[config.mk]
export PLATFORM = sky130hd
export DESIGN_NAME = fifo_drain_ctrl
export DESIGN_NICKNAME = d
export VERILOG_FILES = /design/src/rtl/fifo_drain_ctrl.sv
export SDC_FILE = /design/constraint.sdc
export NUM_CORES = 1
export LEC_CHECK = 0
export CORE_UTILIZATION = 46
export DETAILED_ROUTE_END_ITERATION = 16
export PLACE_DENSITY = 0.78
export SYNTH_ARGS = -nofsm -noshare
export SYNTH_HDL_FRONTEND = slang
export SYNTH_SLANG_ARGS = --single-unit
[constraint.sdc]
create_clock -name clk -period 2.4 [get_ports clk]
set_input_delay 0.24 -clock clk [delete_from_list [all_inputs] [get_ports clk]]
set_output_delay 0.24 -clock clk [all_outputs]
set_load 0.01 [all_outputs]
[src/rtl/fifo_drain_ctrl.sv]
// ----------------------------------------------------------------------------
// fifo_drain_ctrl
//
// Drains words from a source FIFO (one-cycle read latency) into a downstream
// FIFO. Pops are issued against a two-word credit: words in flight plus words
// parked in a 2-entry hold buffer may never exceed two. A downstream
// back-pressure flag parks words in the hold buffer. Pushes are registered.
// Word order is preserved.
//
// Optional feature: define XFER_CNT_EN to add the 8-bit xfer_count output.
// This output counts dest_push cycles and wraps from 255 to 0.
// With XFER_CNT_EN undefined, the port and its counter are absent.
//
// Ports
//   clk               in   system clock, all state on rising edge
//   reset             in   asynchronous active-low reset
//   enable            in   permits new pops from the source FIFO
//   fifo_empty        in   source FIFO holds no words
//   fifo_almost_empty in   source FIFO holds <=1 word (status only)
//   fifo_data   [9:0] in   source read data, valid the cycle after fifo_pop
//   fifo_pop          out  pop strobe to the source FIFO (combinational)
//   dest_almost_full  in   downstream FIFO cannot accept further pushes
//   dest_push         out  registered push strobe to the downstream FIFO
//   dest_data   [9:0] out  registered word accompanying dest_push
//   busy              out  high whenever state != IDLE
//   state       [1:0] out  00 IDLE, 01 RUN, 10 STALL
//   xfer_count  [7:0] out  words pushed downstream (XFER_CNT_EN only)
// ----------------------------------------------------------------------------
module fifo_drain_ctrl (
  input  logic       clk,
  input  logic       reset,
  input  logic       enable,
  input  logic       fifo_empty,
  input  logic       fifo_almost_empty,
  input  logic [9:0] fifo_data,
  output logic       fifo_pop,
  input  logic       dest_almost_full,
  output logic       dest_push,
  output logic [9:0] dest_data,
  output logic       busy,
  output logic [1:0] state
`ifdef XFER_CNT_EN
  ,
  output logic [7:0] xfer_count
`endif
);

  typedef enum logic [1:0] {
    ST_IDLE  = 2'b00,
    ST_RUN   = 2'b01,
    ST_STALL = 2'b10
  } state_t;

  state_t     r_state;
  state_t     w_state_next;

  logic       r_rst_done;   // set by the first rising edge seen out of reset
  logic       r_inflight;   // a word requested last cycle is on fifo_data now
  logic [1:0] r_buf_cnt;
  logic [9:0] r_buf [2];    // hold buffer, entry 0 is the oldest word
  logic       r_dest_push;
  logic [9:0] r_dest_data;

  logic       w_credit_ok;
  logic       w_pop;
  logic       w_drain;
  logic       w_direct;
  logic       w_store;
  logic       w_load;
  logic [9:0] w_load_data;
  logic [1:0] w_cnt_after;
  logic [1:0] w_buf_cnt_next;
  logic [9:0] w_buf_next [2];

  // The almost-empty flag is informational only and deliberately has no
  // effect on popping.
  logic       w_unused;
  assign w_unused = fifo_almost_empty;

  // Credit: at most two words may be owed to the output (buffered + in flight),
  // which is what keeps the hold buffer from ever overflowing.
  assign w_credit_ok = ({1'b0, r_buf_cnt} + {2'b00, r_inflight}) < 3'd2;

  // r_rst_done is cleared asynchronously, so this also holds pop low during
  // reset and for the cycle in which reset is released.
  assign w_pop = r_rst_done & enable & ~fifo_empty & w_credit_ok;

  // The buffer head always wins the output register; a word captured in the
  // same cycle then goes into the buffer behind it.
  assign w_drain     = ~dest_almost_full & (r_buf_cnt != 2'd0);
  assign w_direct    = ~dest_almost_full & (r_buf_cnt == 2'd0) & r_inflight;
  assign w_store     = r_inflight & ~w_direct;
  assign w_load      = w_drain | w_direct;
  assign w_load_data = w_drain ? r_buf[0] : fifo_data;

  always_comb begin
    w_buf_next[0]  = r_buf[0];
    w_buf_next[1]  = r_buf[1];
    w_cnt_after    = r_buf_cnt - {1'b0, w_drain};
    if (w_drain) begin
      w_buf_next[0] = r_buf[1];
    end
    // The credit rule guarantees w_cnt_after is 0 or 1 whenever a word is stored.
    if (w_store) begin
      if (w_cnt_after == 2'd0) begin
        w_buf_next[0] = fifo_data;
      end else begin
        w_buf_next[1] = fifo_data;
      end
    end
    w_buf_cnt_next = w_cnt_after + {1'b0, w_store};
  end

  always_ff @(posedge clk or negedge reset) begin
    if (!reset) begin
      r_rst_done  <= 1'b0;
      r_inflight  <= 1'b0;
      r_buf_cnt   <= 2'd0;
      r_buf[0]    <= 10'd0;
      r_buf[1]    <= 10'd0;
      r_dest_push <= 1'b0;
      r_dest_data <= 10'd0;
    end else begin
      r_rst_done  <= 1'b1;
      r_inflight  <= w_pop;
      r_buf_cnt   <= w_buf_cnt_next;
      r_buf[0]    <= w_buf_next[0];
      r_buf[1]    <= w_buf_next[1];
      r_dest_push <= w_load;
      if (w_load) begin
        r_dest_data <= w_load_data;
      end
    end
  end

  // FSM: state register
  always_ff @(posedge clk or negedge reset) begin
    if (!reset) begin
      r_state <= ST_IDLE;
    end else begin
      r_state <= w_state_next;
    end
  end

  // FSM: next state
  always_comb begin
    w_state_next = r_state;
    case (r_state)
      ST_IDLE: begin
        if (w_pop) begin
          w_state_next = ST_RUN;
        end
      end
      ST_RUN: begin
        if (dest_almost_full && (r_buf_cnt != 2'd0)) begin
          w_state_next = ST_STALL;
        end else if ((r_buf_cnt == 2'd0) && !r_inflight && !w_pop) begin
          w_state_next = ST_IDLE;
        end
      end
      ST_STALL: begin
        if (!dest_almost_full) begin
          w_state_next = ST_RUN;
        end
      end
      default: w_state_next = ST_IDLE;
    endcase
  end

  // FSM: outputs
  always_comb begin
    fifo_pop  = w_pop;
    dest_push = r_dest_push;
    dest_data = r_dest_data;
    busy      = (r_state != ST_IDLE);
    state     = r_state;
  end

`ifdef XFER_CNT_EN
  logic [7:0] r_xfer_count;

  // Counts at the edge that raises dest_push, so the count already includes
  // the word currently being presented.
  always_ff @(posedge clk or negedge reset) begin
    if (!reset) begin
      r_xfer_count <= 8'd0;
    end else if (w_load) begin
      r_xfer_count <= r_xfer_count + 8'd1;
    end
  end

  assign xfer_count = r_xfer_count;
`endif

endmodule

======== Yosys cells after proc, flatten, opt, wreduce, memory -nomap -nowiden ========
Cells that the tools add are included.
operators by class
  add/subtract/negate cells ............... 3
  $lt $le $gt $ge ......................... 1
  eq/ne operators ......................... 5
  mux-type cells .......................... 10
  bitwise operators ....................... 12
  reductions and logical operators ........ 12
operators with widths
  kind                  count
  $mux W10              4
  $mux W20              1
  $mux W2               4
  $and A1 B1 Y1         7
  $logic_not A2 Y1      3
  $pmux W2 S3           1
  $ne A2 B2 Y1 const B  2
  $not A1 Y1            4
  $reduce_bool A2 Y1    2
  $add A2 B1 Y3         1
  $logic_and A1 B1 Y1   3
  $lt A3 B2 Y1 const B  1
  $ne A3 B3 Y1 const B  1
  $reduce_and A3 Y1     1
  $add A2 B1 Y2         1
  $eq A2 B1 Y1 const B  1
  $eq A2 B2 Y1 const B  1
  $logic_not A1 Y1      2
  $reduce_and A2 Y1     1
  $sub A2 B1 Y2         1
  $or A1 B1 Y1          1
word-level totals
  register bits after elaboration ......... 37
  input bits .............................. 16
  output and inout port bits .............. 15
  logic and storage cells ................. 51

======== Depth between registers and ports, before layout ========
Gate-level depths: netlist of the first run.
  depth in word-level cells ............... 8
  mapped depth ............................ 11
  depth with buffers taken out ............ 8

======== Worst setup path before layout of the first run ========
Ideal clock, no wire load.
  kind .................................... flip-flop to flip-flop
  from .................................... register r_buf_cnt[1]
  to ...................................... register r_buf[0] (netlist name)
  library setup time ...................... 0.125 ns
  arrival ................................. 2.279 ns
  data required time ...................... 2.275 ns
  setup slack ............................. -0.004 ns
  stages on the path, launching flop included .. 12
  buffers on the path ..................... 3
  period minus slack after synthesis ...... 2.404 ns
  cells stage by stage .................... dfrtp_1 or2_1 buf_6 nand2b_4 buf_6 inv_1 ha_1 inv_1 o22a_1 o221a_2 buf_2 mux2_2
between the ends
  longest elaborated chain between the ends .. 6
  elaborated cells between the ends (all ways) .. 11
  classes of those cells .................. 1 x add/sub; 6 x bitwise; 4 x reduce/logical
ends and longest elaborated chain
  element                                                       RTL line  text
  from (decl)                                                   59        logic [1:0] r_buf_cnt;
  from (signal assigned)                                        126       r_buf_cnt <= w_buf_cnt_next;
  $reduce_bool A2 Y1 or $logic_not A2 Y1 (tied branches)        90, 91
  $and A1 B1 Y1 (on tied branches)                              90, 91
  $sub A2 B1 Y2 or $and A1 B1 Y1 (tied branches)                99, 91
  $logic_not A2 Y1 or $not A1 Y1 (tied branches)                105, 92
  $not A1 Y1 (no source line) or $and A1 B1 Y1 (tied branches)  -
  $reduce_and A2 Y1 (no source line) (*)                        -
  to (decl)                                                     60        logic [9:0] r_buf [2];
Mark *: on every way between the ends. The rest lies on a longest branch, timed or not.
A chain may end at the register's enable or synchronous reset.

==> impl_table.tex, run 1 <==
\begin{tabular}{lr}
\hline
Metric & Value \\
\hline
\multicolumn{2}{l}{\textbf{Global route}} \\
First-pass GRT wire length & 5770 um \\
Antenna violations before repair & 0 \\
Via count of the first global-routing pass & 1211 \\
Largest net degree at the start of global routing & 38 \\
Global-route usage over all layers & 0.195 \\
Global-route congestion overflow total & 0 \\
\multicolumn{2}{l}{\textbf{Clock network}} \\
H-Tree Depth & 2 \\
Clock slew at the register clock pins of the worst setup and hold paths & 0.07 ns \\
Num CTS Buffers & 5 \\
Total clock sinks & 37 \\
TritonCTS clock tree & built \\
Setup Buffers After CTS & 0 \\
Clock tree root buffer cell & clkbuf\_8 \\
Maximum root-to-sink buffer count & 2 \\
Worst-skew pair later-pin latency & 0.29 ns \\
\multicolumn{2}{l}{\textbf{STA}} \\
Number of pins exceeding their max-slew limit in the final report & 0 \\
Highest Clock Rate & 437 MHz \\
Hold Violations, Final & 0 \\
Final worst path period share & 0.954 \\
Transition time at the pin with the least slew margin & 0.499 ns \\
RSZ-0062 raised after global routing & no \\
Skew final & 0.00487 ns \\
Final number of setup-violating endpoints & 0 \\
Max-slew headroom at the worst pin & 0.667 \\
Shortest clock period the worst path allows after layout & 2.29 ns \\
Total negative slack for setup checks & 0 ns \\
Worst-case hold slack & 0.368 ns \\
\multicolumn{2}{l}{\textbf{Pwr}} \\
Leakage power & 0.988 nW \\
Switch share & 0.302 \\
Cell area power density & 1290 nW/um\^{}2 \\
Flop pwr share & 0.377 \\
Net switching power of the design & 870 uW \\
Clock Power Share & 0.224 \\
Peak ir drop on the vdd network & 0.643 mV \\
P\_int & 2.01 mW \\
Combinational fraction of design power & 0.400 \\
\multicolumn{2}{l}{\textbf{Critical path}} \\
Destination of the worst register-to-register timing path & r\_buf[12]\$\_DFF\_PN0\_ \\
Critical-path top delay cell & dfrtp\_2 \\
Critical path startpoint category & register \\
Critical path, cell by cell & or2\_1 -> nand2b\_4 -> inv\_1 -> ha\_1 -> nor2\_1 -> o21ai\_0 -> a211oi\_4 -> buf\_4 -> mux2\_2 \\
Source of the worst register-to-register timing path & r\_buf\_cnt[1]\$\_DFF\_PN0\_ \\
Endpoint type of the worst setup path & register \\
Worst Path Max Fanout & 7 \\
WP data required & 2.57 ns \\
Number of cell instances on the worst register-to-register path & 9 \\
Setup slack of the most critical reg-to-reg path & 0.11 ns \\
Worst path max stage delay & 0.46 ns \\
Type of the setup path with the least slack & register to register \\
Arrival time of the worst setup path & 2.47 ns \\
\multicolumn{2}{l}{\textbf{Synth}} \\
Count of mapped cells out of synthesis & 135 \\
Ys async rst share & 1.00 \\
Prevailing post-synth register cell & dfrtp\_1 \\
Post-synth EDFFs & 0 \\
Area of the mapped netlist & 1720 sq um \\
Ys Warns & 0 \\
Fraction of the yosys area taken by sequential cells & 0.537 \\
Post-synthesis register bit count & 37 \\
Post-synthesis average cell area & 12.8 sq um \\
Unique cell type count in the Yosys netlist & 29 \\
Net count after synthesis & 153 \\
\multicolumn{2}{l}{\textbf{Routing}} \\
\# DRC & 0 \\
Wire length reported by the detailed router & 3340 um \\
Count of nets left with antenna violations after detail routing & 0 \\
Iteration-0 DRC count of the detailed router & 46 \\
Count of vias placed by the detailed router & 1164 \\
Initial DRT Pass Iterations & 4 \\
Mean routed wirelength per cell & 15.2 um \\
Via count normalized by instance count & 5.29 \\
Uppermost layer routed & met4 \\
Met3 wirelength from detailed routing & 116 um \\
WL met2 & 1800 um \\
Routed met1 length & 1380 um \\
\multicolumn{2}{l}{\textbf{Place}} \\
Placed Cells & 212 \\
Area post-placement & 2090 sq um \\
Port Buffer Count & 29 \\
Final estimated routing congestion in global placement & 0.707 \\
Placed wire-length estimate after detailed placement & 2320 um \\
\multicolumn{2}{l}{\textbf{Flow run}} \\
Max cap viols & 0 \\
\multicolumn{2}{l}{\textbf{Final layout}} \\
Filler-free cell count of the finished design & 220 \\
Share of post-route cells with drive strength above 1 & 0.299 \\
Post-layout net count & 191 \\
Layout area overhead & 30.0\% \\
Number of inserted diodes & 0 \\
Filler Cells Inserted & 256 \\
Final std cell area, no fill & 2240 sq um \\
\multicolumn{2}{l}{\textbf{Floorplan}} \\
DIE AREA & 4000 sq um \\
Core region area & 3470 sq um \\
Effective utilization at floorplan & 0.497 \\
Core Rows & 21 \\
Die height & 63.2 um \\
Die X-Extent & 63.2 um \\
IO Count & 31 \\
\multicolumn{2}{l}{\textbf{Hold path}} \\
Hold crit path type & input port to async pin \\
\multicolumn{2}{l}{\textbf{Run status}} \\
Run status & completed \\
\hline
\end{tabular}
cell usage in the layout (no fill, tap or decap), types with 2 or more instances in the layout:
cell	synthesis	routed
clkdlybuf4s50_1	0	29
mux2_2	21	21
clkbuf_8	0	5
nand2_1	13	13
nor2_1	3	3
mux2_4	9	9
bufinv_16	0	2
inv_1	5	5
o21ai_0	11	11
ha_1	2	2
xnor2_1	2	2
a22oi_1	10	10
buf_4	0	8
dfrtp_1	37	36
worst max-delay path by stage:
stage               slack [ns]  cells after the start              endpoint                   start
floorplan                0.003                     10   r_buf[10]$_DFF_PN0_  r_buf_cnt[1]$_DFF_PN0_
global placement           0.1                      8  r_buf[5]$_DFFE_PN0P_        dest_almost_full
detailed placement        0.04                      8  r_buf[5]$_DFFE_PN0P_        dest_almost_full
CTS                       0.07                      8  r_buf[5]$_DFFE_PN0P_  r_buf_cnt[1]$_DFF_PN0_
global route              0.02                      9   r_buf[18]$_DFF_PN0_  r_buf_cnt[1]$_DFF_PN0_
finish                    0.11                      9   r_buf[12]$_DFF_PN0_  r_buf_cnt[1]$_DFF_PN0_
power by group through the flow:
stage	combinational, mW	clock, mW	sequential [mW]
6_report	1.15	0.645	1.09
5_1_grt	1.26	0.706	1.12
4_1_cts	1.15	0.662	1.08
3_5_place_dp	1.14	0	1.10
3_3_place_gp	1.09	0	1.07
2_1_floorplan	0.742	0	1.09
sequential cells by signal (all words and copies together) (netlist names):
signal,cells
dest_data,10
dest_push,1
r_buf,20
r_buf_cnt,2
r_inflight,1
r_rst_done,1
state,2
layer usage:
| metal | global-route usage | vias up |
|---|---|---|
| met2 | 0.340 | 25 |
| met3 | 0.0616 | 5 |
| met5 | 0 | - |
| li1 | - | 553 |
| met1 | 0.224 | 581 |
| met4 | 0.0682 | 0 |
through the flow:
step	power [mW]	utilization	worst slack (ns)
2_1_floorplan	1.83	-	0.00305
3_3_place_gp	2.15	0.604	0.0991
3_5_place_dp	2.24	0.604	0.0406
4_1_cts	2.89	0.643	0.0659
5_1_grt	3.09	0.646	0.0223
6_report	2.88	0.646	0.110
Yosys cell counts (2+ instances only):
cell	number	area (sq um)
a22oi_1	10	75.1
buf_6	2	22.5
clkbuf_1	3	11.3
dfrtp_1	37	926
ha_1	2	25.0
inv_1	5	18.8
mux2_2	21	236
mux2_4	9	135
nand2_1	13	48.8
nor2_1	3	11.3
o21ai_0	11	55.1
xnor2_1	2	17.5
worst max-delay path: cells and delay by family (launching register included):
kind,cells,cell delay (ns)
AND/OR/NAND/NOR,3,0.49
adder cells (fa/ha/maj),1,0.23
flip-flops,1,0.46
AO/OA/AOI/OAI,2,0.40
multiplexers,1,0.35
buffers and inverters,2,0.25
logic make-up after synthesis:
family	synth area share
flip-flops	0.537
multiplexers	0.221
AO/OA/AOI/OAI	0.118
AND/OR/NAND/NOR	0.0639
buffers and inverters	0.0334
adder cells (fa/ha/maj)	0.0145
XOR/XNOR	0.0102
other	0.00217
what timing repair did:
action	in CTS	in global routing
gates resized for setup	0	2
endpoints found under the setup margin	0	3
hold buffers	0	0
layout make-up:
type                    count  area [sq um]  share of cell area
clock buffers               5          68.8              0.0307
multi-input cells          87           749               0.334
clock inverters             3          68.8              0.0307
flip-flops and latches     37           927               0.414
inverters                   5          18.8             0.00838
repair buffers             37           350               0.156
well taps                  46          57.6              0.0257
Power figures use the tool's default switching activity.
==> inputs of run 2 (changes only) <==
--- a/config.mk
+++ b/config.mk
@@ -7,6 +7,7 @@
 export LEC_CHECK = 0
 export CORE_UTILIZATION = 46
 export DETAILED_ROUTE_END_ITERATION = 16
+export MAX_ROUTING_LAYER = met4
 export PLACE_DENSITY = 0.78
 export SYNTH_ARGS = -nofsm -noshare
 export SYNTH_HDL_FRONTEND = slang
==> impl_table.tex, run 2 (synthesized netlist as in run 1, its figures left out) <==
\begin{tabular}{lr}
\hline
Metric & Value \\
\hline
\multicolumn{2}{l}{\textbf{Place}} \\
Placed wire-length estimate after detailed placement & 2320 um \\
Final estimated routing congestion in global placement & 0.715 \\
Port Buffer Count & 29 \\
\multicolumn{2}{l}{\textbf{Routing}} \\
Count of nets left with antenna violations after detail routing & 0 \\
Wire length reported by the detailed router & 3350 um \\
Count of vias placed by the detailed router & 1172 \\
Mean routed wirelength per cell & 15.2 um \\
\# DRC & 0 \\
Via count normalized by instance count & 5.33 \\
Iteration-0 DRC count of the detailed router & 51 \\
Initial DRT Pass Iterations & 4 \\
\multicolumn{2}{l}{\textbf{Pwr}} \\
Leakage power & 0.988 nW \\
Switch share & 0.302 \\
Peak ir drop on the vdd network & 0.644 mV \\
Cell area power density & 1290 nW/um\^{}2 \\
Clock Power Share & 0.224 \\
Combinational fraction of design power & 0.399 \\
Flop pwr share & 0.377 \\
P\_int & 2.01 mW \\
Net switching power of the design & 872 uW \\
\multicolumn{2}{l}{\textbf{STA}} \\
Max-slew headroom at the worst pin & 0.665 \\
Number of pins exceeding their max-slew limit in the final report & 0 \\
Transition time at the pin with the least slew margin & 0.502 ns \\
Hold Violations, Final & 0 \\
Final number of setup-violating endpoints & 0 \\
Highest Clock Rate & 435 MHz \\
Total negative slack for setup checks & 0 ns \\
Final worst path period share & 0.958 \\
Skew final & 0.00505 ns \\
Shortest clock period the worst path allows after layout & 2.30 ns \\
RSZ-0062 raised after global routing & no \\
\multicolumn{2}{l}{\textbf{Run status}} \\
Run status & completed \\
\multicolumn{2}{l}{\textbf{Critical path}} \\
Critical path, cell by cell & or2\_1 -> nand2b\_4 -> inv\_1 -> ha\_1 -> nor2\_1 -> o21ai\_0 -> a211oi\_4 -> buf\_4 -> mux2\_2 \\
Worst Path Max Fanout & 7 \\
Crit path buffers/inverters & 2 \\
Critical path startpoint category & register \\
Type of the setup path with the least slack & register to register \\
Cell family contributing the most delay on the critical path & simple AND/OR/NAND/NOR gates \\
Destination of the worst register-to-register timing path & r\_buf[12]\$\_DFF\_PN0\_ \\
Arrival time of the worst setup path & 2.47 ns \\
Source of the worst register-to-register timing path & r\_buf\_cnt[1]\$\_DFF\_PN0\_ \\
Worst path max stage delay & 0.46 ns \\
Endpoint type of the worst setup path & register \\
WP data required & 2.57 ns \\
Critical-path top delay cell & dfrtp\_2 \\
Number of cell instances on the worst register-to-register path & 9 \\
Setup slack of the most critical reg-to-reg path & 0.10 ns \\
\multicolumn{2}{l}{\textbf{Clock network}} \\
Worst-skew pair later-pin latency & 0.29 ns \\
Setup Buffers After CTS & 0 \\
TritonCTS clock tree & built \\
Num CTS Buffers & 5 \\
Clock tree root buffer cell & clkbuf\_8 \\
H-Tree Depth & 2 \\
Clock slew at the register clock pins of the worst setup and hold paths & 0.07 ns \\
Total clock sinks & 37 \\
Maximum root-to-sink buffer count & 2 \\
Hold bufs inserted after CTS & 0 \\
\multicolumn{2}{l}{\textbf{Global route}} \\
Via count of the first global-routing pass & 1210 \\
Global-route usage over all layers & 0.201 \\
First-pass GRT wire length & 5780 um \\
Global-route congestion overflow total & 0 \\
Largest net degree at the start of global routing & 38 \\
Antenna violations before repair & 0 \\
\multicolumn{2}{l}{\textbf{Flow run}} \\
Max cap viols & 0 \\
\multicolumn{2}{l}{\textbf{Final layout}} \\
Register with the most flip-flops & r\_buf \\
Most frequent cells in the layout & dfrtp\_1, clkdlybuf4s50\_1, mux2\_2 \\
Share of post-route cells with drive strength above 1 & 0.299 \\
Final cell utilization of the core & 0.646 \\
Post-layout net count & 191 \\
Layout area overhead & 30.0\% \\
Flip-flop count of the largest register, all copies and words added & 20 \\
Most common cell after layout, fill and taps aside & dfrtp\_1 \\
Number of inserted diodes & 0 \\
\multicolumn{2}{l}{\textbf{Floorplan}} \\
Effective utilization at floorplan & 0.497 \\
Die height & 63.2 um \\
DIE AREA & 4000 sq um \\
Core Rows & 21 \\
Core region area & 3470 sq um \\
IO Count & 31 \\
Die X-Extent & 63.2 um \\
\multicolumn{2}{l}{\textbf{Hold path}} \\
Hold crit path type & input port to async pin \\
\hline
\end{tabular}
==> run 2: layout make-up <==
class                           instances  area (sq um)
Fill cell                             256          1230
Sequential cell                        37           927
Multi-Input combinational cell         87           749
Timing Repair Buffer                   37           350
Clock buffer                            5          68.8
Clock inverter                          3          68.8
Tap cell                               46          57.6
Inverter                                5          18.8
==> run 2: stage by stage <==
| stage | hold WS [ns] | cells | setup slack (ns) | instance area [sq um] | total power, mW |
|---|---|---|---|---|---|
| final | 0.373 | 220 | 0.101 | 2240 | 2.88 |
| after global routing | 0.407 | 220 | 0.0236 | 2240 | 3.09 |
| after CTS | 0.378 | 220 | 0.0659 | 2230 | 2.89 |
| after detailed placement | 0.470 | 212 | 0.0406 | 2090 | 2.24 |
| after global placement | 0.461 | 212 | 0.0991 | 2090 | 2.15 |
| after floorplan | -0.0556 | 135 | 0.00305 | 1730 | 1.83 |
==> run 2: power by group through the flow <==
stage / registers, mW / logic, mW / clock network, mW
final: 1.09 / 1.15 / 0.645
after global routing: 1.12 / 1.26 / 0.706
after CTS: 1.08 / 1.15 / 0.662
after detailed placement: 1.10 / 1.14 / 0
after global placement: 1.07 / 1.09 / 0
after floorplan: 1.09 / 0.742 / 0
==> run 2: worst max-delay path by stage <==
stage                                 from                    to  slack (ns)  cells after the start
floorplan           r_buf_cnt[1]$_DFF_PN0_   r_buf[10]$_DFF_PN0_       0.003                     10
global placement          dest_almost_full  r_buf[5]$_DFFE_PN0P_         0.1                      8
detailed placement        dest_almost_full  r_buf[5]$_DFFE_PN0P_        0.04                      8
CTS                 r_buf_cnt[1]$_DFF_PN0_  r_buf[5]$_DFFE_PN0P_        0.07                      8
global route        r_buf_cnt[1]$_DFF_PN0_   r_buf[18]$_DFF_PN0_        0.02                      9
finish              r_buf_cnt[1]$_DFF_PN0_   r_buf[12]$_DFF_PN0_        0.10                      9
==> run 2: what timing repair did <==
item                                   CTS  global route
resized for setup                        0             2
endpoints found under the hold margin    0             0
setup endpoints to repair                0             3
==> run 2: metal layers <==
layer / share of wire / global-route usage / vias up
li1: - / - / 553
met3: 0.037 / 0.0616 / 5
met1: 0.41 / 0.223 / 587
met4: 0.012 / 0.0682 / 0
met2: 0.55 / 0.343 / 27
met5: 0 / - / -
